**config.mk**
```make
export PLATFORM = sky130hd
export DESIGN_NAME = spi_sample_link
export DESIGN_NICKNAME = d
export VERILOG_FILES = /design/src/rtl/spi_link_pkg.sv /design/src/rtl/sync_fifo.sv /design/src/rtl/spi_sample_link.sv
export SDC_FILE = /design/constraint.sdc
export NUM_CORES = 1
export LEC_CHECK = 0
export CAP_MARGIN = 20
export CORE_UTILIZATION = 50
export CTS_CLUSTER_SIZE = 20
export DETAILED_ROUTE_END_ITERATION = 8
export HOLD_SLACK_MARGIN = 0.06
export PLACE_DENSITY = 0.74
export SYNTH_ARGS = -nofsm -noshare
export SYNTH_HDL_FRONTEND = slang
export SYNTH_SLANG_ARGS = --single-unit
```
**constraint.sdc**
```tcl
create_clock -name clk -period 2.41 [get_ports clk]
set_input_delay 0.482 -clock clk [delete_from_list [all_inputs] [get_ports clk]]
set_output_delay 0.482 -clock clk [all_outputs]
set_load 0.005 [all_outputs]
```
**src/rtl/spi_link_pkg.sv**
```systemverilog
// Shared types and default widths for the SPI sample link.
// No logic; imported by the link top.
package spi_link_pkg;

    localparam int SAMPLE_W_DEF    = 8;
    localparam int RESULT_W_DEF    = 8;
    localparam int FIFO_DEPTH_DEF  = 16;
    localparam int SYNC_STAGES_DEF = 2;

    typedef enum logic [1:0] {IDLE, SHIFT, FINISH} spi_link_state_t;

endpackage

```
**src/rtl/sync_fifo.sv**
```systemverilog
// Synchronous FIFO with a registered head word; pointers wrap modulo DEPTH (power of 2).
// Head is valid the cycle after a push into an empty FIFO; a push when full is accepted only with a same-cycle pop.
module sync_fifo #(
    parameter int WIDTH = 8,
    parameter int DEPTH = 16
) (
    input  logic             clk,
    input  logic             reset,
    input  logic             push,
    input  logic [WIDTH-1:0] push_data,
    input  logic             pop,
    output logic [WIDTH-1:0] head,
    output logic             full,
    output logic             empty
);

    localparam int AW = $clog2(DEPTH);

    logic [WIDTH-1:0] mem_q [DEPTH];
    logic [WIDTH-1:0] mem_d [DEPTH];
    logic [AW-1:0]    wr_ptr_q, wr_ptr_d, rd_ptr_q, rd_ptr_d;
    logic [AW:0]      count_q, count_d;
    logic [WIDTH-1:0] head_q, head_d;
    logic             do_pop, do_push;

    assign full  = (count_q == (AW+1)'(DEPTH));
    assign empty = (count_q == '0);
    assign head  = head_q;

    always_comb begin
        do_pop   = pop && !empty;
        do_push  = push && (!full || do_pop);
        mem_d    = mem_q;
        wr_ptr_d = wr_ptr_q;
        rd_ptr_d = rd_ptr_q;
        head_d   = head_q;
        if (do_push) begin
            mem_d[wr_ptr_q] = push_data;
            wr_ptr_d        = wr_ptr_q + AW'(1);
        end
        if (do_pop) begin
            rd_ptr_d = rd_ptr_q + AW'(1);
        end
        count_d = count_q + (AW+1)'(do_push) - (AW+1)'(do_pop);
        // Head follows the entry behind the popped one, or the incoming word if that is the only one.
        if (do_pop) begin
            if (count_q > (AW+1)'(1)) begin
                head_d = mem_q[rd_ptr_d];
            end else if (do_push) begin
                head_d = push_data;
            end
        end else if (empty && do_push) begin
            head_d = push_data;
        end
    end

    always_ff @(posedge clk) begin
        if (reset) begin
            wr_ptr_q <= '0;
            rd_ptr_q <= '0;
            count_q  <= '0;
            head_q   <= '0;
        end else begin
            wr_ptr_q <= wr_ptr_d;
            rd_ptr_q <= rd_ptr_d;
            count_q  <= count_d;
            head_q   <= head_d;
        end
    end

    always_ff @(posedge clk) begin
        mem_q <= mem_d;
    end

endmodule

```
**src/rtl/spi_sample_link.sv**
```systemverilog
// Full-duplex SPI slave: samples in to a FIFO, one result out per ss frame; LED_MIRROR_EN adds a led mirror.
// Pin edge to action is SYNC_STAGES+1 clk; FIFO pops on s_valid & s_ready, full FIFO drops words (sticky overflow).
module spi_sample_link
    import spi_link_pkg::*;
#(
    parameter int SAMPLE_W    = SAMPLE_W_DEF,
    parameter int RESULT_W    = RESULT_W_DEF,
    parameter int FIFO_DEPTH  = FIFO_DEPTH_DEF,
    parameter int SYNC_STAGES = SYNC_STAGES_DEF
) (
    input  logic                clk,
    input  logic                reset,
    input  logic                sck,
    input  logic                sdi,
    input  logic                ss,
    output logic                sdo,
    output logic                s_valid,
    output logic [SAMPLE_W-1:0] s_data,
    input  logic                s_ready,
    input  logic                res_valid,
    input  logic [RESULT_W-1:0] res_data,
    output logic                res_ready,
    output logic                frame_done,
    output logic                overflow,
    output logic [7:0]          led
);

    localparam int CNT_W = $clog2(SAMPLE_W);

    logic [SYNC_STAGES-1:0] sck_sync_q, sdi_sync_q, ss_sync_q;
    logic                   sck_s, sdi_s, ss_s;
    logic                   sck_prev_q, ss_prev_q;
    logic                   sck_rise, sck_fall, ss_rise;

    spi_link_state_t        state_q, state_d;
    logic [SAMPLE_W-2:0]    rx_shift_q, rx_shift_d;
    logic [CNT_W-1:0]       rx_cnt_q, rx_cnt_d;
    logic [RESULT_W-2:0]    tx_shift_q, tx_shift_d;
    logic                   sdo_q, sdo_d;
    logic [RESULT_W-1:0]    hold_q, hold_d, start_word;
    logic                   hold_full_q, hold_full_d;
    logic                   frame_done_q, frame_done_d;
    logic                   overflow_q, overflow_d;
    logic [SAMPLE_W-1:0]    rx_word;
    logic                   push;
    logic                   fifo_full, fifo_empty;

    // Synchroniser chains carry no reset so a held-high ss survives a reset.
    always_ff @(posedge clk) begin
        sck_sync_q <= {sck_sync_q[SYNC_STAGES-2:0], sck};
        sdi_sync_q <= {sdi_sync_q[SYNC_STAGES-2:0], sdi};
        ss_sync_q  <= {ss_sync_q[SYNC_STAGES-2:0], ss};
    end

    assign sck_s    = sck_sync_q[SYNC_STAGES-1];
    assign sdi_s    = sdi_sync_q[SYNC_STAGES-1];
    assign ss_s     = ss_sync_q[SYNC_STAGES-1];
    assign sck_rise = sck_s && !sck_prev_q;
    assign sck_fall = !sck_s && sck_prev_q;
    assign ss_rise  = ss_s && !ss_prev_q;
    assign rx_word  = {rx_shift_q, sdi_s};

    always_comb begin
        state_d      = state_q;
        rx_shift_d   = rx_shift_q;
        rx_cnt_d     = rx_cnt_q;
        tx_shift_d   = tx_shift_q;
        sdo_d        = sdo_q;
        hold_d       = hold_q;
        hold_full_d  = hold_full_q;
        frame_done_d = 1'b0;
        push         = 1'b0;
        start_word   = hold_full_q ? hold_q : '0;

        if (res_valid && !hold_full_q) begin
            hold_d      = res_data;
            hold_full_d = 1'b1;
        end

        case (state_q)
            IDLE: begin
                if (ss_rise) begin
                    state_d    = SHIFT;
                    rx_cnt_d   = '0;
                    sdo_d      = start_word[RESULT_W-1];
                    tx_shift_d = start_word[RESULT_W-2:0];
                    if (hold_full_q) begin
                        hold_full_d = 1'b0;
                    end
                end
            end
            SHIFT: begin
                if (!ss_s) begin
                    state_d      = FINISH;
                    frame_done_d = 1'b1;
                    sdo_d        = 1'b0;
                end else begin
                    if (sck_rise) begin
                        rx_shift_d = rx_word[SAMPLE_W-2:0];
                        if (rx_cnt_q == CNT_W'(SAMPLE_W-1)) begin
                            push     = 1'b1;
                            rx_cnt_d = '0;
                        end else begin
                            rx_cnt_d = rx_cnt_q + CNT_W'(1);
                        end
                    end
                    // Zero fill drives sdo low once every result bit has been sent.
                    if (sck_fall) begin
                        sdo_d      = tx_shift_q[RESULT_W-2];
                        tx_shift_d = tx_shift_q << 1;
                    end
                end
            end
            FINISH: begin
                state_d = IDLE;
            end
            default: begin
                state_d = IDLE;
            end
        endcase

        overflow_d = overflow_q || (push && fifo_full && !s_ready);
    end

    // ss_prev resets high so a frame cannot start until ss has been seen low.
    always_ff @(posedge clk) begin
        if (reset) begin
            state_q      <= IDLE;
            rx_shift_q   <= '0;
            rx_cnt_q     <= '0;
            tx_shift_q   <= '0;
            sdo_q        <= 1'b0;
            hold_q       <= '0;
            hold_full_q  <= 1'b0;
            frame_done_q <= 1'b0;
            overflow_q   <= 1'b0;
            sck_prev_q   <= 1'b0;
            ss_prev_q    <= 1'b1;
        end else begin
            state_q      <= state_d;
            rx_shift_q   <= rx_shift_d;
            rx_cnt_q     <= rx_cnt_d;
            tx_shift_q   <= tx_shift_d;
            sdo_q        <= sdo_d;
            hold_q       <= hold_d;
            hold_full_q  <= hold_full_d;
            frame_done_q <= frame_done_d;
            overflow_q   <= overflow_d;
            sck_prev_q   <= sck_s;
            ss_prev_q    <= ss_s;
        end
    end

    sync_fifo #(
        .WIDTH (SAMPLE_W),
        .DEPTH (FIFO_DEPTH)
    ) u_sample_fifo (
        .clk       (clk),
        .reset     (reset),
        .push      (push),
        .push_data (rx_word),
        .pop       (s_ready),
        .head      (s_data),
        .full      (fifo_full),
        .empty     (fifo_empty)
    );

    assign sdo        = sdo_q;
    assign s_valid    = !fifo_empty;
    assign res_ready  = !hold_full_q;
    assign frame_done = frame_done_q;
    assign overflow   = overflow_q;

`ifdef LED_MIRROR_EN
    logic [7:0] led_q, led_d, led_word;

    if (SAMPLE_W >= 8) begin : g_led_hi
        assign led_word = rx_word[SAMPLE_W-1 -: 8];
    end else begin : g_led_zx
        assign led_word = {{(8-SAMPLE_W){1'b0}}, rx_word};
    end

    always_comb begin
        led_d = led_q;
        if (push) begin
            led_d = led_word;
        end
    end

    always_ff @(posedge clk) begin
        if (reset) begin
            led_q <= '0;
        end else begin
            led_q <= led_d;
        end
    end

    assign led = led_q;
`else
    assign led = 8'h00;
`endif

endmodule

```
==> results.md, run 1 <==
- Deepest clock path buffer count: 2
- Synth top area share: 0.440
- Met3 wire length: around 1700 um
- Syn Area/Cell: ~12 um2
- DRT met1 WL: 8850 um
- Layout Nets: 844
- Layout Utilization: 0.636
- Post-route ant nets: 0
- Detailed placement HPWL: 14500 um
- H-tree levels: 4
- Final WL: 22600 um
- Slew Viols, Final: 0
- DR pass1 iterations: 5
- Synth area leader: edfxtp_1
- WL met2: 11400 um
- Core area: 0.0168 mm2
- Clock buffers created by TritonCTS: 17
- Pin count of the biggest net entering global routing: 83
- Crit Path Max Fanout: 2
- Area added between synthesis and finish: 22.4%
- DRC: 0
- Commonest non-fill, non-tap cell in the layout: edfxtp_1
- Yosys Warn Count: 0
- CP arrival: 2.94 ns
- Top cells by area, synth: edfxtp_1 44%, dfxtp_1 14%, mux2i_1 7.6%, a221o_1 3.2%, nand2_1 3.0%
- Cell Area, Synth: between 0.008 and 0.009 mm2
- Worst IR drop on VDD: around 0.0012 V
- Setup violators final: 8
- Post-synthesis sequential area ratio: 0.577
- Register bit total from synthesis: 188
- Top Metal Used: met4
- Setup CP Type: register to register
- Global-route wire length before repair: 34200 um
- Failing checks: negative setup slack
- Final worst slack: -0.159 ns
- Fmax: between 0.3 and 0.4 GHz
- Hold-fix buffers at CTS: 0
- Clk sinks: 188
- Commonest non-fill, non-tap cells in the layout: 128 x edfxtp_1, 69 x nand2_1, 66 x mux2i_1
- HP Class: register to register
- Grt ovf: 0
- Top FF cell, synth: edfxtp_1
- Hold Vio Cnt, Final: 0
- Crit end category: register
- Slew HR: 0.372
- Mapped Cells: between 700 and 800
- RePlAce Congestion: ~0.84
- Tightest Pin Transition: 0.941 ns
- Async set or reset register ratio after synthesis: 0
- Port Buf Inserts: 27
- Final hold slack: 0.328 ns
- CTS tree: built
- Die area: between 0.015 and 0.02 mm2
- Initial Util: 0.520
- Total GRT Usage: 0.254
- Setup repair after global routing missed its margin: true
- Via density: between 6 and 7
- PwrDens: just under 1000 mW/mm2
- Final clock skew: 0.0165 ns
- Critical Path RT: 2.78 ns
- Power, Total: about 11 mW
- Initial DRC count: 752
- Final worst path period share: 1.07
- Crit path time final: between 2 and 3 ns
- Vias: around 6500
- Vias in the first global route: 6281
- Initial antenna violation count: 0
- Die Height: 134 um
- Count of cell types in the netlist: 55
- Clk_lat worst skew: 0.44 ns
- # rows: 47
- Number of synthesized flops with an enable pin: 128
- Top Ports: 36
- Leakage: 3.73 nW
- Reg clk slew, reported paths: 0.07 ns
- Max-cap violations: 0
- Avg WL per Cell: 21.6 um
- Root buf cell: clkbuf_16
- Element type at the critical path start: register
- Share of layout cells above drive strength 1: 0.215
- Antenna cells: 0
- Die width: 134 um
- Outcome: complete, but fails checks
-- state kept, by name, summed over array words and instances, names as in the netlist --
name / flops
ss_sync_q: 2
rx_shift_q: 7
rx_cnt_q: 3
u_sample_fifo.mem_q: 128
frame_done: 1
sck_prev_q: 1
sdo: 1
u_sample_fifo.rd_ptr_q: 4
hold_q: 8
state_q: 2
u_sample_fifo.count_q: 5
ss_prev_q: 1
u_sample_fifo.head: 8
sdi_sync_q: 2
u_sample_fifo.wr_ptr_q: 4
hold_full_q: 1
tx_shift_q: 7
sck_sync_q: 2
overflow: 1
-- synthesized netlist by cell type (7+ instances only) --
library cell  instances
edfxtp_1            128
nand2_1              71
mux2i_1              66
nor2_1               63
dfxtp_1              60
a21oi_1              28
a221o_1              28
clkbuf_1             25
o22ai_1              23
nand3_1              22
o21ai_0              18
inv_1                17
ha_1                 14
buf_2                13
or3_1                11
a31oi_1              10
a22oi_1               9
buf_4                 9
nor3_1                9
a211oi_1              8
a221oi_1              8
a311oi_1              7
a41o_1                7
mux4_2                7
o211ai_1              7
o22a_1                7
-- repair_timing --
action / 4_1_cts / 5_1_grt
pin swaps: 10 / 37
gates cloned: 2 / 2
setup endpoints to repair: 9 / 12
gates resized for setup: 24 / 39
setup buffers: 5 / 9
endpoints found under the hold margin: 0 / 0
-- critical path: stages, from the launching register on --
cell     delay, ns
dfxtp_2       0.33
inv_2         0.08
ha_4          0.14
or3b_4        0.39
nand2_2       0.08
or2_4         0.13
inv_2         0.04
a21o_1        0.15
ha_2          0.18
inv_2         0.05
fa_2          0.19
nor2_1        0.04
nor2_1        0.11
nor2_1        0.07
or3_1         0.39
a21oi_2       0.14
-- power breakdown --
part | switching, mW | internal, mW
Sequential | 0.133 | 3.53
Combinational | 2.10 | 1.94
Clock | 1.29 | 1.56
-- metrics by stage --
stage          area (um2)  setup WS, ns  TNS, ns  instances
3_5_place_dp         9600        -0.395   -15.55        997
3_3_place_gp         9600        -0.351    -3.99        997
6_report            10700        -0.159   -0.571       1047
5_1_grt             10700        -0.264    -1.12       1047
2_1_floorplan        8780        0.0114        0        744
4_1_cts             10400        -0.100   -0.270       1036
-- metal layers --
layer,track usage,up-vias
li1,-,2965
met1,0.315,3181
met2,0.436,334
met3,0.0559,52
met4,0.0905,0
met5,0,-
-- final cells by class --
class	count	area, um2
clock buffers	21	505
clock inverters	11	104
fillers	1288	6120
inverters	18	71.3
multi-input cells	483	3660
flip-flops and latches	188	5050
well taps	220	275
repair buffers	105	1030
repair inverters	1	7.51
-- kinds of logic after synthesis --
| logic type | count (synthesis) | share of synthesized area |
|---|---|---|
| buffers and inverters | 73 | 0.0396 |
| other | 1 | 0.000429 |
| adders and majority gates | 15 | 0.0223 |
| muxes | 73 | 0.0936 |
| DFF | 188 | 0.577 |
| xor gates and xnor gates | 7 | 0.00701 |
| and+or+nand+nor | 201 | 0.104 |
| AOI/OAI and AO/OA | 179 | 0.156 |
-- worst paths after layout --
| path | startpoint | to | slack, ns | depth (start not counted) |
|---|---|---|---|---|
| setup / recovery | u_sample_fifo.count_q[2] | u_sample_fifo.count_q[4] | -0.16 | 15 |
| hold reg to reg | sdi_sync_q[0] | sdi_sync_q[1] | 0.33 | 0 |
| setup reg to reg | u_sample_fifo.count_q[2] | u_sample_fifo.count_q[4] | -0.16 | 15 |
| hold / removal | sdi_sync_q[0] | sdi_sync_q[1] | 0.33 | 0 |
No activity file was read; power rests on OpenSTA's default activity.
==> run 2: changes to the inputs <==
--- a/config.mk
+++ b/config.mk
@@ -5,6 +5,7 @@
 export SDC_FILE = /design/constraint.sdc
 export NUM_CORES = 1
 export LEC_CHECK = 0
+export ABC_AREA = 1
 export CAP_MARGIN = 20
 export CORE_UTILIZATION = 50
 export CTS_CLUSTER_SIZE = 20
==> run 2 against run 1 <==
Effect of this change: the run now ends clean; die area decreased by 4.4%; final cell count rose by 9.8%; clock skew fell by 0.0058 ns; maximum frequency grew 11%; largest cell class unchanged.
==> results.md, run 2 <==
- Outcome: finished, final reports clean
- Async set or reset register ratio after synthesis: 0
- Vias in the first global route: 5540
- Top cells by area, synth: edfxtp_1 46%, dfxtp_1 14%, nand3_1 10%, inv_1 6.4%, nand2_1 5.0%
- Count of cell types in the netlist: 36
- Crit end category: register
- Sequential share of power: 0.375
- Post-route cell area: slightly below 0.01 mm2
- DR pass1 iterations: 6
- Reg clk slew, reported paths: 0.07 ns
- Final worst path period share: 0.956
- Sw power: about 3.3 mW
- CP Launch Point: u_sample_fifo.count_q[2]
- Power, Total: roughly 10 mW
- Reg area: between 0.005 and 0.006 mm2
- Avg WL per Cell: 16.1 um
- Die width: about 130 um
- Setup CP Type: register to register
- Root buf cell: clkbuf_16
- Internal power: 6.50 mW
- Final cell count without fillers: 1150
- Clock share of power: 0.279
- CP arrival: ~2.7 ns
- Cells after DPL: roughly 1100
- Cell Area, Synth: about 0.0084 mm2
- Total GRT Usage: 0.217
- Syn Area/Cell: 9.69 um2
- DRC: 0
- Clk sinks: 188
- Critical Path RT: 2.77 ns
- Setup violators final: 0
- Post-synthesis sequential area ratio: 0.604
- TNS Setup: 0 ns
- Pin count of the biggest net entering global routing: 41
- Initial antenna violation count: 0
- Placed inst area: 0.00915 mm2
- Most flop-heavy register: u_sample_fifo.mem_q
- Tightest Pin Transition: roughly 0.65 ns
- Worst IR drop on VDD: roughly 0.00057 V
- Combinational fraction of design power: 0.347
- Core area: 0.0161 mm2
- Synth cell count leaders: 167 x nand3_1, 142 x inv_1, 128 x edfxtp_1
- Die Height: 131 um
- Clk_lat worst skew: roughly 0.43 ns
- Die area: 0.0172 mm2
- Element type at the critical path start: register
- Area of the multi-input gates: 0.00253 mm2
- Final worst slack: ~0.11 ns
- Layout Utilization: 0.611
- Fmax: between 0.4 and 0.5 GHz
- Crit Path Max Fanout: 16
- Commonest non-fill, non-tap cell in the layout: nand3_1
- Initial Util: 0.518
- Post-route ant nets: 0
- Initial DRC count: 567
- Grt ovf: 0
- Antenna cells: 0
- Top FF cell, synth: edfxtp_1
- Global-route wire length before repair: between 20000 and 30000 um
- HP Class: register to register
- # fillers: 1293
- R2R Setup Slk: 0.11 ns
- Register bit total from synthesis: approximately 190
- Top Ports: 36
- Final WL: 18600 um
- Most frequent cell after synthesis: nand3_1
- Pre-CTS setup slack: -0.204 ns
- Leakage: 4.12 nW
- Mapped Cells: between 800 and 900
- Detailed placement HPWL: 11800 um
- Area added between synthesis and finish: 18.0%
- Layout Nets: 951
- Synth area leader: edfxtp_1
- HP Start: sck_sync_q[0]
- PwrDens: between 900 and 1000 mW/mm2
- Port Buf Inserts: 27
- Deepest clock path buffer count: 2
- Via density: 5.22
- Synth top area share: 0.460
- Slew Viols, Final: 0
- CTS tree: built
- Clock buffers created by TritonCTS: 17
- Max-cap violations: 0
- # rows: 46
- Final clock skew: between 0.01 and 0.015 ns
- H-tree levels: 4
- RePlAce Congestion: 0.876
- Commonest non-fill, non-tap cells in the layout: 166 x nand3_1, 142 x inv_1, 128 x edfxtp_1
- Final hold slack: 0.329 ns
- Yosys Warn Count: 0
- Hold-fix buffers at CTS: 0
- Share of layout cells above drive strength 1: 0.117
- Sw Ratio: 0.338
- Vias: 6002
- Hold Vio Cnt, Final: 0
- Worst r2r src: u_sample_fifo.count_q[2]
- Number of synthesized flops with an enable pin: 128
- Largest register FFs: around 130
- Slew HR: 0.564
- Crit path time final: 2.30 ns
run 2: cell families after synthesis:
family / share of synthesized area
xor gates and xnor gates: 0.00210
AOI/OAI and AO/OA: 0.0539
adders and majority gates: 0.0234
buffers and inverters: 0.0999
and+or+nand+nor: 0.216
DFF: 0.604
other: 0.000449
run 2: final cells by class:
class / instances / share of cell area
flip-flops and latches: 188 / 0.512
inverters: 148 / 0.0568
clock buffers: 21 / 0.0510
well taps: 216 / 0.0274
clock inverters: 11 / 0.00952
repair buffers: 80 / 0.0862
multi-input cells: 486 / 0.257
run 2: path summary, 6_finish.rpt:
kind                                         endpoint  cells after the start
worst max-delay path            u_sample_fifo.head[7]                     16
worst min-delay path                    sck_sync_q[1]                      0
worst max register to register  u_sample_fifo.head[7]                     16
worst min register to register          sck_sync_q[1]                      0
run 2: repair_timing:
action / 4_1_cts / 5_1_grt
endpoints found under the setup margin: 0 / 9
setup buffers: 0 / 0
resized for setup: 0 / 9
run 2: power groups by stage:
stage | logic (mW) | registers, mW | clock network (mW)
final | 3.41 | 3.68 | 2.74
after global routing | 3.70 | 3.69 | 2.90
after CTS | 3.17 | 3.68 | 2.79
after detailed placement | 3.13 | 3.75 | 0
after global placement | 3.08 | 3.75 | 0
after floorplan | 2.09 | 3.71 | 0
run 2: worst max-delay path, stage by stage (launching register included):
cell	delay, ns
dfxtp_1	0.31
inv_1	0.10
ha_1	0.19
inv_1	0.05
nor2_2	0.14
nand2_4	0.09
nand2_4	0.07
buf_4	0.16
nand2_1	0.09
nand2_2	0.16
buf_12	0.18
nand3_1	0.10
nand3_1	0.10
nand3_1	0.16
nand2_1	0.12
nand2_1	0.06
a21oi_1	0.12
run 2: per-layer routing:
metal	vias up	part of all wire	GRT usage
met2	211	0.48	0.352
met3	41	0.060	0.0428
met1	2783	0.43	0.287
met4	0	0.031	0.0840
li1	2967	-	-
met5	-	0	0
